--- config.mk ---
export PLATFORM = sky130hd
export DESIGN_NAME = processor_core_flat
export DESIGN_NICKNAME = d
export VERILOG_FILES = /design/src/rtl/processor_pkg.sv /design/src/rtl/processor_if.sv /design/src/rtl/processor_regfile.sv /design/src/rtl/processor_core.sv /design/src/flat_wrapper.sv
export SDC_FILE = /design/constraint.sdc
export NUM_CORES = 1
export LEC_CHECK = 0
export CAP_MARGIN = 15
export CORE_UTILIZATION = 46
export CTS_CLUSTER_SIZE = 10
export DETAILED_ROUTE_END_ITERATION = 8
export GPL_TIMING_DRIVEN = 0
export PLACE_DENSITY = 0.75
export SLEW_MARGIN = 20
export SYNTH_ARGS = -nofsm -noshare
export SYNTH_HDL_FRONTEND = slang
export SYNTH_SLANG_ARGS = --single-unit
export TNS_END_PERCENT = 20
--- constraint.sdc ---
create_clock -name clk -period 3.9 [get_ports clk]
set_input_delay 0.78 -clock clk [delete_from_list [all_inputs] [get_ports clk]]
set_output_delay 0.78 -clock clk [all_outputs]
set_load 0.02 [all_outputs]
--- src/rtl/processor_pkg.sv ---
// rtl/processor_pkg.sv - shared opcodes, FSM states and width helpers for processor_core
// Contents: opcode constants, state_t encoding, instr_w/pc_w width derivation, writes_reg predicate.
package processor_pkg;

  localparam logic [2:0] OP_NOP = 3'b000;
  localparam logic [2:0] OP_ADD = 3'b001;
  localparam logic [2:0] OP_SUB = 3'b010;
  localparam logic [2:0] OP_AND = 3'b011;
  localparam logic [2:0] OP_NOT = 3'b100;
  localparam logic [2:0] OP_OR  = 3'b101;
  localparam logic [2:0] OP_EQ  = 3'b110;
  localparam logic [2:0] OP_BR  = 3'b111;

  typedef enum logic [2:0] {
    S_IDLE   = 3'd0,
    S_FETCH  = 3'd1,
    S_DECODE = 3'd2,
    S_EXEC   = 3'd3,
    S_WB     = 3'd4
  } state_t;

  // Instruction is [opcode(3) | C | A | B], each register field ra_w bits.
  function automatic int instr_w(input int ra_w);
    return 3 + 3 * ra_w;
  endfunction

  // Program counter spans the concatenated A|B fields so any branch target is reachable.
  function automatic int pc_w(input int ra_w);
    return 2 * ra_w;
  endfunction

  function automatic logic writes_reg(input logic [2:0] op);
    return (op != OP_NOP) && (op != OP_BR);
  endfunction

endpackage

--- src/rtl/processor_if.sv ---
// rtl/processor_if.sv - instruction memory bus between processor_core and a synchronous ROM/RAM
// Signals: imem_addr (PC_W, to memory), imem_en (read strobe, to memory),
//          imem_data (INSTR_W, from memory, valid the cycle after imem_en).
// Modports: master = core side, slave = memory side.
interface processor_if #(
  parameter int RA_W = 3
);
  localparam int PC_W    = 2 * RA_W;
  localparam int INSTR_W = 3 + 3 * RA_W;

  logic [PC_W-1:0]    imem_addr;
  logic               imem_en;
  logic [INSTR_W-1:0] imem_data;

  modport master (
    output imem_addr,
    output imem_en,
    input  imem_data
  );

  modport slave (
    input  imem_addr,
    input  imem_en,
    output imem_data
  );

endinterface

--- src/rtl/processor_regfile.sv ---
// rtl/processor_regfile.sv - gp_regfile: 2**RA_W x DATA_W register file, async reset to zero
// Ports: clk, rst (async, active high); we/waddr/wdata synchronous write;
//        raddr_a/rdata_a and raddr_b/rdata_b combinational operand reads;
//        dbg_addr/dbg_data combinational debug read.
module gp_regfile #(
  parameter int DATA_W = 8,
  parameter int RA_W   = 3
) (
  input  logic              clk,
  input  logic              rst,
  input  logic              we,
  input  logic [RA_W-1:0]   waddr,
  input  logic [DATA_W-1:0] wdata,
  input  logic [RA_W-1:0]   raddr_a,
  output logic [DATA_W-1:0] rdata_a,
  input  logic [RA_W-1:0]   raddr_b,
  output logic [DATA_W-1:0] rdata_b,
  input  logic [RA_W-1:0]   dbg_addr,
  output logic [DATA_W-1:0] dbg_data
);

  localparam int NREG = 2 ** RA_W;

  logic [DATA_W-1:0] regs [NREG];

  always_ff @(posedge clk or posedge rst) begin
    if (rst) begin
      for (int i = 0; i < NREG; i++) begin
        regs[i] <= '0;
      end
    end else if (we) begin
      regs[waddr] <= wdata;
    end
  end

  // Reads are not bypassed: a write lands at the clock edge, so a read in the
  // same cycle as the write sees the old value.
  assign rdata_a  = regs[raddr_a];
  assign rdata_b  = regs[raddr_b];
  assign dbg_data = regs[dbg_addr];

endmodule

--- src/rtl/processor_core.sv ---
// rtl/processor_core.sv - multi-cycle (FETCH/DECODE/EXEC/WB) processor with PC, flags and debug read
// Ports: clk, rst (async, active high); run (level start/continue);
//        imem (processor_if.master: imem_addr = pc, imem_en in FETCH, imem_data one cycle later);
//        pc; retire (pulse in WB); branch_flag, co_flag, eq_flag (sticky, updated in WB);
//        halted (state is IDLE); dbg_addr/dbg_data (combinational register read).
module processor_core
  import processor_pkg::*;
#(
  parameter int DATA_W = 8,
  parameter int RA_W   = 3,
  localparam int PC_W    = pc_w(RA_W),
  localparam int INSTR_W = instr_w(RA_W)
) (
  input  logic              clk,
  input  logic              rst,
  input  logic              run,
  processor_if.master       imem,
  output logic [PC_W-1:0]   pc,
  output logic              retire,
  output logic              branch_flag,
  output logic              co_flag,
  output logic              eq_flag,
  output logic              halted,
  input  logic [RA_W-1:0]   dbg_addr,
  output logic [DATA_W-1:0] dbg_data
);

  state_t state, state_next;

  logic [INSTR_W-1:0] ir;
  logic [DATA_W-1:0]  op_a;
  logic [DATA_W-1:0]  op_b;
  logic [DATA_W-1:0]  res_q;
  logic               co_q;
  logic               eq_q;
  logic               br_taken;

  logic               imem_en;
  logic [2:0]         ir_op;
  logic [RA_W-1:0]    ir_c;
  logic [RA_W-1:0]    in_a;
  logic [RA_W-1:0]    in_b;
  logic [DATA_W-1:0]  rd_a;
  logic [DATA_W-1:0]  rd_b;
  logic               rf_we;

  logic [DATA_W-1:0]  alu_res;
  logic               alu_co;
  logic               alu_eq;

  // Operand addresses come straight off the memory bus during DECODE so the
  // operands are captured in the same edge as the instruction word.
  assign ir_op = ir[INSTR_W-1 -: 3];
  assign ir_c  = ir[3*RA_W-1 -: RA_W];
  assign in_a  = imem.imem_data[2*RA_W-1 -: RA_W];
  assign in_b  = imem.imem_data[RA_W-1:0];

  assign imem.imem_addr = pc;
  assign imem.imem_en   = imem_en;

  always_ff @(posedge clk or posedge rst) begin
    if (rst) begin
      state <= S_IDLE;
    end else begin
      state <= state_next;
    end
  end

  always_comb begin
    state_next = state;
    imem_en    = 1'b0;
    retire     = 1'b0;
    halted     = 1'b0;
    case (state)
      S_IDLE: begin
        halted = 1'b1;
        if (run) begin
          state_next = S_FETCH;
        end
      end
      S_FETCH: begin
        imem_en    = 1'b1;
        state_next = S_DECODE;
      end
      S_DECODE: begin
        state_next = S_EXEC;
      end
      S_EXEC: begin
        state_next = S_WB;
      end
      S_WB: begin
        retire     = 1'b1;
        state_next = run ? S_FETCH : S_IDLE;
      end
      default: begin
        state_next = S_IDLE;
      end
    endcase
  end

  always_comb begin
    alu_res = '0;
    alu_co  = 1'b0;
    alu_eq  = (op_a == op_b);
    case (ir_op)
      OP_ADD:  {alu_co, alu_res} = {1'b0, op_a} + {1'b0, op_b};
      // The extra top bit of the widened difference is the unsigned borrow.
      OP_SUB:  {alu_co, alu_res} = {1'b0, op_a} - {1'b0, op_b};
      OP_AND:  alu_res = op_a & op_b;
      OP_NOT:  alu_res = ~op_a;
      OP_OR:   alu_res = op_a | op_b;
      OP_EQ:   alu_res = DATA_W'(alu_eq);
      default: alu_res = '0;
    endcase
  end

  always_ff @(posedge clk or posedge rst) begin
    if (rst) begin
      ir          <= '0;
      op_a        <= '0;
      op_b        <= '0;
      res_q       <= '0;
      co_q        <= 1'b0;
      eq_q        <= 1'b0;
      br_taken    <= 1'b0;
      pc          <= '0;
      branch_flag <= 1'b0;
      co_flag     <= 1'b0;
      eq_flag     <= 1'b0;
    end else begin
      case (state)
        S_DECODE: begin
          ir   <= imem.imem_data;
          op_a <= rd_a;
          op_b <= rd_b;
        end
        S_EXEC: begin
          res_q    <= alu_res;
          co_q     <= alu_co;
          eq_q     <= alu_eq;
          // Decided on the eq_flag that existed before this instruction.
          br_taken <= (ir_op == OP_BR) && eq_flag;
        end
        S_WB: begin
          pc          <= br_taken ? ir[PC_W-1:0] : pc + PC_W'(1);
          branch_flag <= br_taken;
          if ((ir_op == OP_ADD) || (ir_op == OP_SUB)) begin
            co_flag <= co_q;
          end
          if (ir_op == OP_EQ) begin
            eq_flag <= eq_q;
          end
        end
        default: begin
        end
      endcase
    end
  end

  assign rf_we = (state == S_WB) && writes_reg(ir_op);

  gp_regfile #(
    .DATA_W (DATA_W),
    .RA_W   (RA_W)
  ) u_regfile (
    .clk      (clk),
    .rst      (rst),
    .we       (rf_we),
    .waddr    (ir_c),
    .wdata    (res_q),
    .raddr_a  (in_a),
    .rdata_a  (rd_a),
    .raddr_b  (in_b),
    .rdata_b  (rd_b),
    .dbg_addr (dbg_addr),
    .dbg_data (dbg_data)
  );

endmodule
--- src/flat_wrapper.sv ---
// flat-port wrapper written by rule: the top's interface ports become plain ports
module processor_core_flat import processor_pkg::*;
#(
  parameter int DATA_W = 8,
  parameter int RA_W   = 3,
  localparam int PC_W    = pc_w(RA_W),
  localparam int INSTR_W = instr_w(RA_W)
)
  (clk, rst, run, pc, retire, branch_flag, co_flag, eq_flag, halted, dbg_addr, dbg_data, imem_imem_addr, imem_imem_en, imem_imem_data);
  processor_if #(.RA_W(RA_W)) imem_i ();
  input  logic clk;
  input  logic rst;
  input  logic run;
  output logic [PC_W-1:0] pc;
  output logic retire;
  output logic branch_flag;
  output logic co_flag;
  output logic eq_flag;
  output logic halted;
  input  logic [RA_W-1:0] dbg_addr;
  output logic [DATA_W-1:0] dbg_data;
  output wire logic [$bits(imem_i.imem_addr)-1:0] imem_imem_addr;
  output wire logic [$bits(imem_i.imem_en)-1:0] imem_imem_en;
  input wire logic [$bits(imem_i.imem_data)-1:0] imem_imem_data;
  assign imem_imem_addr = imem_i.imem_addr;
  assign imem_imem_en = imem_i.imem_en;
  assign imem_i.imem_data = imem_imem_data;
  processor_core #(.DATA_W(DATA_W), .RA_W(RA_W)) u_core (.clk(clk), .rst(rst), .run(run), .imem(imem_i), .pc(pc), .retire(retire), .branch_flag(branch_flag), .co_flag(co_flag), .eq_flag(eq_flag), .halted(halted), .dbg_addr(dbg_addr), .dbg_data(dbg_data));
endmodule
After elaboration in Yosys (flattened, before gate mapping):

Index checks and enable logic that the tools add are counted.

* bits in registers: 115
* input port bits: 18
* output and inout port bits: 26
* word-level logic and storage cells: 79

* add/sub/neg operators: 3
* magnitude comparators: 5
* eq/ne operators: 14
* mux-type cells: 21
* bitwise logic cells: 7
* reductions and logical operators: 9

Operators with widths (number)
* 8-bit binary-select mux with 3-bit select: 3
* 64-bit bitwise mux: 1
* 8-bit two-way mux: 7
* 8-bit one-hot mux with 6 select lines: 1
* 8-bit demux with 3-bit select: 1
* 4-bit greater-or-equal comparator, second input constant: 4
* 3-bit inverter with 4-bit output: 4
* 3-bit == test, second input constant: 5
* 3-bit one-hot mux with 5 select lines: 1
* 3-bit by 2-bit == test with 1-bit output, second input constant: 4
* 8-bit by 8-bit adder with 9-bit output: 1
* 8-bit by 8-bit subtractor with 9-bit output: 1
* 8-bit AND: 1
* 8-bit == test: 1
* 8-bit inverter: 1
* 8-bit bitwise OR: 1
* 6-bit by 1-bit adder with 6-bit output, second input constant: 1
* 3-bit by 1-bit == test with 1-bit output, second input constant: 2
* 6-bit two-way mux: 1
* 1-bit logical AND: 4
* 4-bit by 1-bit < comparator with 1-bit output, second input constant: 1
* 1-bit two-way mux: 4
* 2-bit AND reduction: 2
* 3-bit zero test: 1
* 6 further kinds: 6

Longest topological paths before layout:

* depth in word-level cells: 6
* gate-level depth with buffers: 10
* mapped depth without buffers: 10

Cells and area by module:

A second synthesis with hierarchy kept.

* cell total of the unflattened synthesis: 584
* area total of the unflattened synthesis: 7360.8 µm²

By module, submodules not included
* gp_regfile: instances 1, cells each 231, area an instance 4097.7 µm², sequential area each 1601.5 µm²
* processor_core: instances 1, cells each 353, area an instance 3263.1 µm², sequential area each 1276.2 µm²

Worst setup path before layout:

OpenSTA, ideal clock, no wires.

* path type: in2out
* from: input port dbg_addr[0]
* to: output port dbg_data[0]
* arrival time: 2.145 ns
* required time: 3.120 ns
* path slack: 0.975 ns
* stages on the path: 4
* path buffers: 2
* path through: buf_2 buf_2 mux4_2 mux2_2

* longest elaborated chain between the ends: 4

RTL lines
* from (decl): line flat_wrapper.sv:20 `input logic [RA_W-1:0] dbg_addr;`
* 3-bit inverter with 4-bit output (implied by the code): line processor_regfile.sv:40 `assign dbg_data = regs[dbg_addr];`
* 8-bit binary-select mux with 3-bit select: line processor_regfile.sv:40
* 8-bit two-way mux (implied by the code) (2 in a row): line processor_regfile.sv:40
* to (decl): line flat_wrapper.sv:21 `output logic [DATA_W-1:0] dbg_data;`

Every way passes these cells. The select of a mux whose other input is x is not followed.

Worst setup path after layout:

* from: input port dbg_addr[0]
* to: output port dbg_data[1]

The elaborated chain is that of the path after synthesis.

==> results_dict.tcl <==
set metrics [dict create \
    cts_made_buffers 17 \
    synth_compound_area_frac 0.0861 \
    p_sw_mw 2.74 \
    htreeDepth 4 \
    swShare 0.404 \
    crit_fanout 10 \
    ys.warnings.count 0 \
    final-setup-viol-count 0 \
    antenna_found_initial 0 \
    cts.sinks 115 \
    die_h_um 126 \
    syn_area_per_cell_um2 12.3 \
    timing_worst_setup_path_type "in -> out" \
    skew_ns 0.0110 \
    worstRegToRegCells 10 \
    async_reset_ff_frac 1.00 \
    hpwl_um 12200 \
    insertion_delay_ns 0.42 \
    postCtsSetupRepairBufs 0 \
    cts_resized 0 \
    drv_cap 0 \
    place_congestion 0.858 \
    cts-hold-fix-buffers 0 \
    drc 2 \
    yosys.area_share.simple 0.0817 \
    synth_top_family_by_area "multiplexers" \
    fin_crit_ns 3.62 \
    synth_seq_area_share 0.408 \
    grt_max_degree 59 \
    cts_tree "done" \
    num_vias 5060 \
    io_pins 44 \
    synth_area_um2 7050 \
    failed_checks "design-rule violations" \
    critPathCapture "dbg_data[1]" \
    routed_via_density 6.14 \
    nets 674 \
    ys_ff_latch 115 \
    rsz0062_at_grt "false" \
    fin_cells 824 \
    synthMuxAreaShare 0.323 \
    fin_tns_setup_ns 0 \
    num_rows 44 \
    slew_headroom 0.411 \
    power_frac_seq 0.334 \
    worstMarginPinSlew_ns 0.883 \
    ys.flop_type "dfrtp_1" \
    final_cell_mix "dfrtp_1, mux2_2, mux4_2" \
    fillCellCount 1227 \
    diodes 0 \
    p_per_area_nw_per_um2 830 \
    synth_edf_count 0 \
    arrival_ns 2.84 \
    drt_iter0_drc 441 \
    dieWidth_um 126 \
    place_area_um2 7650 \
    p_leak_nw 3.67 \
    fin_area_um2 8180 \
    cp.required_ns 3.12 \
    core_area_um2 14800 \
    synthAdderAreaFrac 0.0536 \
    hold_violations 0 \
    port_buffers 34 \
    synthXorXnorAreaFrac 0.00497 \
    clock_path_buffers 2 \
    vdd_drop_max_mv 0.416 \
    cts-root-buf "clkbuf_16" \
    syn_nets 620 \
    reg2reg_from "u_core.op_a[0]" \
    area_growth_pct 16.1 \
    wl_per_cell_um 21.6 \
    layout_commonest_cell "dfrtp_1" \
    fin_ws_ns 0.279 \
    internal-power_mw 4.05 \
    finalCritPeriodShare 0.929 \
    numPlacedInstances 792 \
    status "finished with violations" \
    netlist_instances 573 \
    reg2reg_to "u_core.res_q[6]" \
    die_area_um2 15800 \
    gr-usage-all-layers 0.240 \
    overflow 0 \
    crit_path_end_kind "output pin" \
    hp-class "reg -> reg" \
    ant_nets 0 \
    slew_violations 0 \
    initial_utilization 0.478 \
    combPwrFrac 0.459 \
    reg2reg_slack_ns 1.47 \
    grt_pass1_wl_um 28900 \
    startpoint "dbg_addr[0]" \
    grt_pass1_vias 5314 \
    drive_gt1_frac 0.311 \
    max_freq_mhz 276 \
    crit_path_start_kind "primary input" \
    pwr-share-clk 0.207 \
    holdPathStages 2 \
    pre_cts_slack_ns 0.140 \
    ys_types 54 \
    drt-total-wl_um 17800 \
    drt_first_pass_iters 7 \
    cts.clk_slew.worst_paths_ns 0.05 \
]
-- cell usage after synthesis (all sizes together), types with 4 or more instances --
cell type	instances	area [µm²]
dfrtp	115	2880
mux2	85	957
mux4	48	1080
nor2	37	144
nand2	33	126
a21oi	32	160
ha	27	338
inv	27	101
buf	24	139
mux2i	24	240
o21ai	22	114
clkbuf	15	56.3
nand3	9	57.6
nand2b	8	50.1
nor3	5	36.3
o21bai	4	30.0
o22ai	4	25.0
xnor2	4	35.0
-- per-layer routing --
metal  GRT usage  vias up  share of wire
met5           0        -              0
met4      0.0765        0          0.015
met3      0.0590       30          0.058
met2       0.408      185           0.51
met1       0.303     2597           0.42
li1            -     2248              -
-- worst max-delay path: stages --
cell and delay (ns):
buf_2 0.24, buf_2 0.42, mux4_2 0.57, mux2_2 0.29, clkdlybuf4s50_1 0.54
-- worst min-delay path by stage --
stage | endpoint | slack, ns | startpoint
2_1_floorplan | u_core.eq_q | 0.45 | u_core.eq_q
3_3_place_gp | u_core.branch_flag | 0.47 | u_core.branch_flag
3_5_place_dp | u_core.branch_flag | 0.48 | u_core.branch_flag
4_1_cts | u_core.eq_q | 0.49 | u_core.eq_q
5_1_grt | u_core.eq_q | 0.52 | u_core.eq_q
6_report | u_core.branch_flag | 0.49 | u_core.branch_flag
-- final cells by class --
| class | count | area, µm² | share of cell area |
|---|---|---|---|
| buffer | 39 | 196 | 0.0240 |
| clock inverter | 12 | 82.6 | 0.0101 |
| multi-input combinational | 392 | 3870 | 0.473 |
| sequential | 115 | 2880 | 0.352 |
| timing repair buffer | 35 | 368 | 0.0450 |
| inverter | 27 | 106 | 0.0130 |
| tap | 184 | 230 | 0.0281 |
| clock buffer | 20 | 447 | 0.0546 |
-- state kept, by name, indices dropped and copies added, names as in the netlist --
| register | cells |
|---|---|
| u_core.eq_flag | 1 |
| u_core.branch_flag | 1 |
| u_core.imem.imem_addr | 6 |
| u_core.eq_q | 1 |
| u_core.op_a | 8 |
| u_core.br_taken | 1 |
| u_core.op_b | 8 |
| u_core.u_regfile.regs | 64 |
| u_core.state | 3 |
| u_core.ir | 12 |
| u_core.res_q | 8 |
| u_core.co_q | 1 |
| u_core.co_flag | 1 |
-- logic make-up after synthesis --
kind of cell	count (synthesis)
compound gates	95
xor+xnor	4
fa+ha+maj	29
buf+inv	66
flops	115
mux	157
simple gates	107
-- power by group through the flow --
stage               Combinational, mW  Clock [mW]  Sequential (mW)
finish                           3.12        1.41             2.27
global route                     3.39        1.47             2.34
CTS                              3.09        1.41             2.25
detailed placement               3.06           0             2.25
global placement                 2.94           0             2.19
floorplan                        2.34           0             2.08
-- per-stage QoR --
step	power [mW]	hold WS, ns	utilization
final	6.79	0.492	0.555
after global routing	7.21	0.516	0.555
after CTS	6.75	0.494	0.554
after detailed placement	5.31	0.479	0.519
after global placement	5.13	0.472	0.516
after floorplan	4.42	0.446	-
(Power assumes the default switching activity.)
